### src/rtl/shared_reg_arbiter_pkg.sv
// Shared constants for the shared-register arbiter: FSM encodings and default sizing.
package shared_reg_arbiter_pkg;

  localparam logic [1:0] ST_IDLE   = 2'd0;
  localparam logic [1:0] ST_ACCESS = 2'd1;
  localparam logic [1:0] ST_RESP   = 2'd2;

  localparam int DEF_NREQ  = 4;
  localparam int DEF_WIDTH = 16;
  localparam int DEF_IDXW  = 2;

endpackage

### src/rtl/shared_reg_arbiter_rr_pick.sv
// Combinational round-robin picker: first set req bit at or above ptr, wrapping at NREQ.
module shared_reg_arbiter_rr_pick #(
  parameter int NREQ = 4,
  parameter int IDXW = 2
) (
  input  logic [NREQ-1:0] req,
  input  logic [IDXW-1:0] ptr,
  output logic [IDXW-1:0] winner,
  output logic            any_req
);

  int              sum;
  logic [IDXW-1:0] idx;

  // Scan from the farthest offset down so the nearest hit to ptr is the last assignment.
  always_comb begin
    winner  = '0;
    any_req = |req;
    sum     = 0;
    idx     = '0;
    for (int k = NREQ - 1; k >= 0; k--) begin
      sum = int'(ptr) + k;
      if (sum >= NREQ) sum = sum - NREQ;
      idx = sum[IDXW-1:0];
      if (req[idx]) winner = idx;
    end
  end

endmodule

### src/rtl/shared_reg_arbiter.sv
// Round-robin arbiter/sequencer sharing one load-enabled register among NREQ requesters.
module shared_reg_arbiter
  import shared_reg_arbiter_pkg::*;
#(
  parameter int NREQ  = DEF_NREQ,
  parameter int WIDTH = DEF_WIDTH,
  parameter int IDXW  = DEF_IDXW
) (
  input  logic                  clk,
  input  logic                  reset,
  input  logic [NREQ-1:0]       req,
  input  logic [NREQ-1:0]       wr,
  input  logic [NREQ*WIDTH-1:0] wdata,
  output logic [NREQ-1:0]       gnt,
  output logic                  ack,
  output logic [WIDTH-1:0]      rdata,
  output logic                  busy,
  output logic                  reg_load,
  output logic [WIDTH-1:0]      reg_in,
  input  logic [WIDTH-1:0]      reg_out
);

  logic [1:0]       state_q, state_d;
  logic [NREQ-1:0]  gnt_q, gnt_d;
  logic [IDXW-1:0]  ptr_q, ptr_d;
  logic             cmd_wr_q, cmd_wr_d;
  logic [WIDTH-1:0] cmd_data_q, cmd_data_d;

  logic [IDXW-1:0]  winner;
  logic             any_req;
  logic             in_access;
  logic             in_resp;

  shared_reg_arbiter_rr_pick #(
    .NREQ (NREQ),
    .IDXW (IDXW)
  ) u_rr_pick (
    .req     (req),
    .ptr     (ptr_q),
    .winner  (winner),
    .any_req (any_req)
  );

  always_comb begin
    state_d    = state_q;
    gnt_d      = gnt_q;
    ptr_d      = ptr_q;
    cmd_wr_d   = cmd_wr_q;
    cmd_data_d = cmd_data_q;
    case (state_q)
      ST_IDLE: begin
        gnt_d = '0;
        if (any_req) begin
          state_d = ST_ACCESS;
          for (int i = 0; i < NREQ; i++) begin
            if (winner == IDXW'(i)) begin
              gnt_d[i]   = 1'b1;
              cmd_wr_d   = wr[i];
              cmd_data_d = wdata[i*WIDTH +: WIDTH];
            end
          end
          // Explicit wrap keeps non-power-of-two NREQ correct.
          ptr_d = (winner == IDXW'(NREQ - 1)) ? '0 : winner + IDXW'(1);
        end
      end
      ST_ACCESS: state_d = ST_RESP;
      ST_RESP: begin
        state_d = ST_IDLE;
        gnt_d   = '0;
      end
      default: begin
        state_d = ST_IDLE;
        gnt_d   = '0;
      end
    endcase
  end

  always_ff @(posedge clk or posedge reset) begin
    if (reset) begin
      state_q    <= ST_IDLE;
      gnt_q      <= '0;
      ptr_q      <= '0;
      cmd_wr_q   <= 1'b0;
      cmd_data_q <= '0;
    end else begin
      state_q    <= state_d;
      gnt_q      <= gnt_d;
      ptr_q      <= ptr_d;
      cmd_wr_q   <= cmd_wr_d;
      cmd_data_q <= cmd_data_d;
    end
  end

  // Gating with reset drops reg_load in the same instant reset rises, so an aborted write never lands.
  assign in_access = (state_q == ST_ACCESS) && !reset;
  assign in_resp   = (state_q == ST_RESP) && !reset;

  assign gnt      = gnt_q;
  assign busy     = in_access || in_resp;
  assign reg_load = in_access && cmd_wr_q;
  assign reg_in   = in_access ? cmd_data_q : '0;
  assign ack      = in_resp;
  assign rdata    = in_resp ? reg_out : '0;

endmodule

### config.mk
export PLATFORM = sky130hd
export DESIGN_NAME = shared_reg_arbiter
export DESIGN_NICKNAME = d
export VERILOG_FILES = /design/src/rtl/shared_reg_arbiter_pkg.sv /design/src/rtl/shared_reg_arbiter_rr_pick.sv /design/src/rtl/shared_reg_arbiter.sv
export SDC_FILE = /design/constraint.sdc
export NUM_CORES = 1
export LEC_CHECK = 0
export ABC_AREA = 1
export CAP_MARGIN = 10
export CORE_AREA = 4 4 82 84
export DETAILED_ROUTE_END_ITERATION = 8
export DIE_AREA = 0 0 86 88
export GPL_TIMING_DRIVEN = 0
export PLACE_DENSITY = 0.87
export SKIP_CTS_REPAIR_TIMING = 1
export SKIP_LAST_GASP = 1
export SLEW_MARGIN = 5
export SYNTH_ARGS = -nofsm -noshare
export SYNTH_HDL_FRONTEND = slang
export SYNTH_SLANG_ARGS = --single-unit
### constraint.sdc
create_clock -name clk -period 3.1 [get_ports clk]
set_clock_uncertainty 0.15 [all_clocks]
set_input_delay 0.465 -clock clk [delete_from_list [all_inputs] [get_ports clk]]
set_output_delay 0.465 -clock clk [all_outputs]
set_load 0.005 [all_outputs]
# Word level (Yosys, flattened, before mapping)
# Cells that the tools add are included.
# W data, S select, Z words.
# totals
ff_bits	25
inputBits	90
output_inout_bits	39
# op_classes
add_sub_neg	8
n_lt_le_gt_ge	8
n_eq_ne	6
n_mux	35
reduce_logical	11
# ops
operator	count
$mux W16	6
$mux W2	10
$lt A2 B3 Y1 const B	4
$mux W1	12
$ge A3 B3 Y1 const B	3
$bmux W1 S2	4
$pmux W4 S2	1
$sub A2 B1 Y2 const B	4
$add A2 B2 Y3 const B	2
$eq A2 B2 Y1 const B	3
$eq A2 B1 Y1 const B	2
$logic_not A2 Y1	2
$mux W4	1
$pmux W2 S2	1
$reduce_bool A4 Y1	1
$reduce_or A4 Y1	1
$add A2 B1 Y3 const B	1
$ge A2 B3 Y1 const B	1
$logic_and A1 B1 Y1	3
$reduce_and A3 Y1	1
$add A2 B1 Y2 const B	1
$ne A2 B2 Y1 const B	1
$reduce_and A2 Y1	1
$logic_not A1 Y1	1
$logic_or A1 B1 Y1	1

# Logic depth before layout (Yosys ltp)
# Gate-level depths: netlist of the first run.
# logic_depth
depth_word	14
mapped_depth	19
ltp_nobuf	16

# Modules after synthesis
# From an unflattened synthesis of the first run, not the netlist that was laid out.
# unflattened
cells_unflattened	394
hier_area_um2	2230.9
# by_module_without_submodules
module	instances	cells_each	area_per_inst_um2	seq_area_each_um2
shared_reg_arbiter	1	348	2042.0	625.6
shared_reg_arbiter_rr_pick	1	46	188.9	0.0

# Worst setup path after synthesis of the first run
# Ideal clock, no wire load.
# synth_timing
path_kind	input to output
from	input port reset
to	output port rdata[10]
arrival_ps	1772
t_required_ps	2485
path_slack_ps	713
path_stages	4
path_cell_list	inv_1 -> nand3_1 -> buf_2 -> nor2_1
# synth_between
elab_chain_cells	3
# synth_lines
element	line_no	source
start: declaration	shared_reg_arbiter.sv:10	input logic reset,
$logic_not A1 Y1	shared_reg_arbiter.sv:96	assign in_resp = (state_q == ST_RESP) && !reset;
$logic_and A1 B1 Y1	shared_reg_arbiter.sv:96	
$mux W16	shared_reg_arbiter.sv:103	assign rdata = in_resp ? reg_out : '0;
end: declaration	shared_reg_arbiter.sv:16	output logic [WIDTH-1:0] rdata,
# Every way passes these cells.

# Worst setup path after layout of the first run
# layout_timing
from	input port reset
to	output port reg_in[12]
# layout_between
elab_chain_cells	3
# layout_lines
element	line_no	source
$logic_not A1 Y1	shared_reg_arbiter.sv:95	assign in_access = (state_q == ST_ACCESS) && !reset;
$logic_and A1 B1 Y1	shared_reg_arbiter.sv:95	
$mux W16	shared_reg_arbiter.sv:101	assign reg_in = in_access ? cmd_data_q : '0;
end: declaration	shared_reg_arbiter.sv:19	output logic [WIDTH-1:0] reg_in,
# Every way passes these cells.

==> results of run 1 <==
==> metal layers <==
metal	GRT usage [%]	up-vias	share of wire, %
met5	0	-	0
met4	6.19	0	1.8
met3	2.73	11	6.8
met2	32.4	107	53
met1	23.6	1104	39
li1	-	1233	-
==> worst max-delay path by stage <==
| stage | start | to |
|---|---|---|
| after floorplan | reset | rdata[10] |
| after global placement | reset | rdata[10] |
| after detailed placement | reset | rdata[12] |
| after CTS | reset | rdata[12] |
| after global routing | reset | reg_in[12] |
| final | reset | reg_in[12] |
==> flip-flops by register name, indices dropped and copies added, names as in the netlist <==
register and flops:
cmd_data_q 16, ptr_q 2, cmd_wr_q 1, gnt 4, state_q 2
==> through the flow <==
step	cells	area (um^2)	power (mW)
global placement	505	3430	3.21
CTS	509	3480	3.49
detailed placement	505	3430	3.29
finish	514	3520	3.49
global route	514	3520	3.84
floorplan	302	2060	2.51
==> cell usage in the layout (no fill, tap or decap), types with 4 or more instances in the layout <==
master / netlist / layout
buf_2: 5 / 5
buf_4: 2 / 6
buf_6: 6 / 6
clkdlybuf4s50_1: 0 / 128
dfrtp_1: 25 / 25
ha_1: 4 / 4
inv_1: 45 / 44
nand2_1: 60 / 60
nand3_1: 24 / 23
nor2_1: 39 / 39
o211ai_1: 20 / 20
o21ai_0: 18 / 18
o21ai_1: 7 / 7
o21ai_2: 13 / 13
or2_0: 4 / 4
or2_2: 7 / 7
==> power breakdown <==
part           internal (mW)  switching (mW)
clock network         0.0902           0.110
registers              0.496          0.0621
logic                   1.17            1.57
==> logic make-up (layout without fill, tap and decap cells) <==
group,Yosys count,count (layout),share of synthesized area (%)
DFF,25,25,30.4
adders and majority gates,4,4,2.43
and+or+nand+nor,146,146,32.0
AOI/OAI and AO/OA,61,61,19.9
buffers and inverters,66,203,15.2
==> worst register-to-register path: cells and delay by family, from the launching register on <==
family                   cells  cell delay [ns]
buffers and inverters        6             0.70
AND/OR/NAND/NOR              7             0.59
AO/OA/AOI/OAI                3             0.51
flip-flops                   1             0.41
adder cells (fa/ha/maj)      1             0.18
==> final cells by class <==
type | instances | area [um^2]
Fill cell | 558 | 2400
Timing Repair Buffer | 132 | 1310
Multi-Input combinational cell | 211 | 1120
Sequential cell | 25 | 626
Inverter | 50 | 196
Buffer | 16 | 120
Tap cell | 75 | 93.8
Clock buffer | 3 | 41.3
Clock inverter | 1 | 5.00
Timing Repair inverter | 1 | 5.00
==> reports/qor.txt, run 1 <==
detailed router's first-iteration violation count: 131
register area share after synthesis: 30.4%
Peak VDD IR: 0.000595 V
Hold WC Path Type: primary input to asynchronous set/reset pin
CTS tree: built
Ys Warns: 0
Crit. End Element: output pin
via-per-instance ratio: 4.78
Core Box Area: 5920 um^2
Buffers & Inverters on Critical Path: 4
status: complete, no violations
Setup CP Type: primary input to output pin
Leak: 1.56 nW
worst path cell trace: clkdlybuf4s50_1 -> clkinvlp_4 -> nand2_2 -> buf_2 -> nor2_1 -> clkdlybuf4s50_1
total global-route track usage: 18.6%
CP required: 2.48 ns
Final ANT Viol Nets: 0
clock latency on the worst-skew pair: 0.27 ns
worst r2r src: ptr_q[0]
Startpoint Class: primary input
RSZ-0062 raised after global routing: false
initial antenna violation count: 0
FMAX: 348 MHz
HPWL after DPL: 5980 um
mapped cell area: 2060 um^2
clock buffer depth: 2
Critical Path AT: 2.26 ns
largest net degree at the start of global routing: 28
Syn Inst Count: 302
shortest period the worst path allows: 2.87 ns
fin util: 59.5%
DR DRC count: 0
critical path depth in cells: 6
asr flop ratio synth: 100%
syn nets: 396
wire length of the first global-routing pass: 11200 um
count of unique library cells instantiated by Yosys: 31
worst-path maximum fanout: 10
router iterations before antenna repair: 5
Die Area: 7570 um^2
share of layout cells above drive strength 1: 12.8%
most used cell along the critical path: clkdlybuf4s50_1
FF-to-FF setup slack: 0.48 ns
Die W: 86 um
CTS root buf: clkbuf_8
standard-cell rows: 28
number of global-route vias before repair: 2447
CP delay by family, top: buffers and inverters
Worst Max-Slew Pin Slew: 0.626 ns
Layout Nets: 534
cell taking the most area after synthesis: dfrtp_1
Post-synth top cells: nand2_1, inv_1, nor2_1, dfrtp_1, nand3_1
Max Slew Vio Count: 0
worst hold slack: 0.360 ns
count leader, synth: nand2_1
cell area power density: 992 nW/um^2
slew margin rel.: 58.1%
Initial Util: 34.8%
r2r worst-path depth: 17
Max Cap Viol: 0
Top Ports: 129
Most used DFF post-synth: dfrtp_1
largest cells by area after synthesis: dfrtp_1, nand2_1, inv_1
IO Port Bufs: 128
RR Endpoint: cmd_data_q[7]
final setup fails: 0
final wirelength: 7320 um
Avg WL per Cell: 14.2 um
DR vias: 2455
CTS Buf Count: 3
final worst-path cycle share: 92.7%
Setup TNS: 0 ns
RePlAce Congestion: 0.855
Die Y: 88 um
count of final hold-check violations: 0
fin worst setup slack: 0.227 ns
number of synthesized flops with an enable pin: 0
CTS HTree Levels: 1
crit-path max cell delay: 0.57 ns
Area Growth Syn to Fin: 71.2%
Mean Syn Cell Area: 6.82 um^2
clk sink count: 25
ANT cells: 0
Worst-path clk slew: 0.09 ns
area share of the largest cell type after synthesis: 30.4%
#FFs+latches synth: 25
DP Worst Slack: -0.672 ns
Remaining Overflow, GRT: 0
Critical-path top delay cell: clkdlybuf4s50_1
Power figures use the tool's default switching activity.
==> run 2, diff against run 1 <==
--- a/config.mk
+++ b/config.mk
@@ -12,7 +12,6 @@
 export DIE_AREA = 0 0 86 88
 export GPL_TIMING_DRIVEN = 0
 export PLACE_DENSITY = 0.87
-export SKIP_CTS_REPAIR_TIMING = 1
 export SKIP_LAST_GASP = 1
 export SLEW_MARGIN = 5
 export SYNTH_ARGS = -nofsm -noshare
==> run 2 against run 1 <==
  * Sequential share of layout area rose by 0.076 points
  * Total power is 0.11% lower
  * Fmax increased by 1.2%
  * Sequential power is essentially flat
  * Count of clock-buffer cells in the layout unchanged
  * Sequential cell count unchanged
  * Routed wire length about the same
==> reports/qor.txt, run 2 (synthesis results as in run 1) <==
CTS HTree Levels: 1 (unchanged)
IO Port Bufs: 128 (unchanged)
clock latency on the worst-skew pair: 0.27 ns (about the same)
detailed router's first-iteration violation count: 151 (was 131)
FMAX: 352 MHz (was 348 MHz)
grt peak-use layer: met2 (unchanged)
shortest period the worst path allows: 2.84 ns (was 2.87 ns)
Largest register FFs: 16 (unchanged)
GR Layer Usage met1: 24.2% (was 23.6%)
total chip power: 3.49 mW (about the same)
share of layout cells above drive strength 1: 12.4% (was 12.8%)
Avg WL per Cell: 14.3 um (was 14.2 um)
Top reg by flops: cmd_data_q (unchanged)
hold buffers post-CTS: 0
DR DRC count: 0 (unchanged)
worst-path maximum fanout: 10 (unchanged)
commonest non-fill, non-tap cell in the layout: clkdlybuf4s50_1 (unchanged)
Setup CP Type: primary input to output pin (unchanged)
Startpoint Class: primary input (unchanged)
ANT cells: 0 (unchanged)
met3 GRT Util: 2.35% (was 2.73%)
Max Cap Viol: 0 (unchanged)
CTS tree: built (unchanged)
cell area power density: 995 nW/um^2 (was 992 nW/um^2)
Die Area: 7570 um^2 (unchanged)
HPWL after DPL: 5980 um (unchanged)
Area Growth Syn to Fin: 70.5% (was 71.2%)
Max Slew Vio Count: 0 (unchanged)
final setup fails: 0 (unchanged)
RePlAce Congestion: 0.855 (unchanged)
clock buffer depth: 2 (unchanged)
Initial Util: 34.8% (unchanged)
slew margin rel.: 58.5% (was 58.1%)
Worst-path clk slew: 0.09 ns (about the same)
final worst-path cycle share: 91.6% (was 92.7%)
Remaining Overflow, GRT: 0 (unchanged)
Top Ports: 129 (unchanged)
clk sink count: 25 (unchanged)
RSZ-0062 raised after global routing: false (unchanged)
DP Worst Slack: -0.672 ns (unchanged)
Core Box Area: 5920 um^2 (unchanged)
DR vias: 2452 (was 2455)
total global-route track usage: 19.0% (was 18.6%)
Final ANT Viol Nets: 0 (unchanged)
Layout Nets: 532 (was 534)
initial antenna violation count: 0 (unchanged)
router iterations before antenna repair: 4 (was 5)
wire length of the first global-routing pass: 11400 um (was 11200 um)
Die Y: 88 um (unchanged)
final wirelength: 7320 um (about the same)
CTS Buf Count: 3 (unchanged)
Critical Path AT: 2.22 ns (was 2.26 ns)
CTS root buf: clkbuf_8 (unchanged)
number of fill cells in the layout: 556 (was 558)
Leak: 1.55 nW (was 1.56 nW)
largest net degree at the start of global routing: 15 (was 28)
number of global-route vias before repair: 2480 (was 2447)
GR Util met2: 33.3% (was 32.4%)
status: complete, no violations (unchanged)
via-per-instance ratio: 4.79 (was 4.78)
Hold WC Path Type: register to register (was primary input to asynchronous set/reset pin)
fin worst setup slack: 0.260 ns (was 0.227 ns)
CP required: 2.48 ns (about the same)
Die W: 86 um (unchanged)
standard-cell rows: 28 (unchanged)
Worst Max-Slew Pin Slew: 0.619 ns (was 0.626 ns)
Peak VDD IR: 0.000589 V (was 0.000595 V)
Crit. End Element: output pin (unchanged)
commonest cells after routing, fill and taps aside: clkdlybuf4s50_1, nand2_1, inv_1, nor2_1, dfrtp_1 (unchanged)
count of final hold-check violations: 0 (unchanged)
-- run 2: final cells by class --
cell class	count	area, um^2	share of cell area, %
clock buffer	3	41.3	1.18
clock inverter	1	5.00	0.143
tap	75	93.8	2.67
sequential	25	626	17.8
multi-input combinational	211	1120	32.1
timing repair inverter	1	5.00	0.143
timing repair buffer	130	1300	36.9
buffer	16	120	3.42
inverter	50	196	5.60
-- run 2: final timing paths --
path	startpoint	to	slack, ns	cells past startpoint
setup / recovery	reset	reg_in[12]	0.26	6
hold / removal	gnt[3]	gnt[3]	0.37	2
setup reg to reg	ptr_q[0]	cmd_data_q[7]	0.46	17
hold reg to reg	gnt[3]	gnt[3]	0.37	2
max in group asynchronous	reset	cmd_data_q[6]	1.94	2
min in group asynchronous	reset	gnt[0]	0.50	3
-- run 2: power breakdown --
part | switching, mW | internal, mW | leakage (nW)
combinational | 1.57 | 1.16 | 1.21
clock | 0.105 | 0.0899 | 0.0255
sequential | 0.0627 | 0.496 | 0.313
-- run 2: repair_timing --
| item | 4_1_cts | 5_1_grt |
|---|---|---|
| resized for setup | 2 | 0 |
| setup endpoints to repair | 35 | 0 |
| buffers inserted | 2 | 0 |
-- run 2: critical path: stages --
cell and delay [ns]:
clkdlybuf4s50_1 0.58, clkinvlp_4 0.17, nand2_2 0.21, buf_2 0.26, nor2_1 0.07, clkdlybuf4s50_1 0.47
-- run 2: stage by stage --
stage	instances	utilization, %	hold slack (ns)	TNS (ns)	area, um^2
finish	512	59.3	0.367	0	3510
global route	512	59.3	0.390	0	3510
CTS	512	59.3	0.360	0	3510
detailed placement	505	58.0	0.338	-15.97	3430
global placement	505	58.0	0.321	-12.50	3430
floorplan	302	-	0.325	0	2060
-- run 2: layer usage --
layer,routed length [um],vias to the layer above
met5,0,-
met4,137,0
met3,475,13
met2,3820,109
met1,2890,1097
li1,-,1233
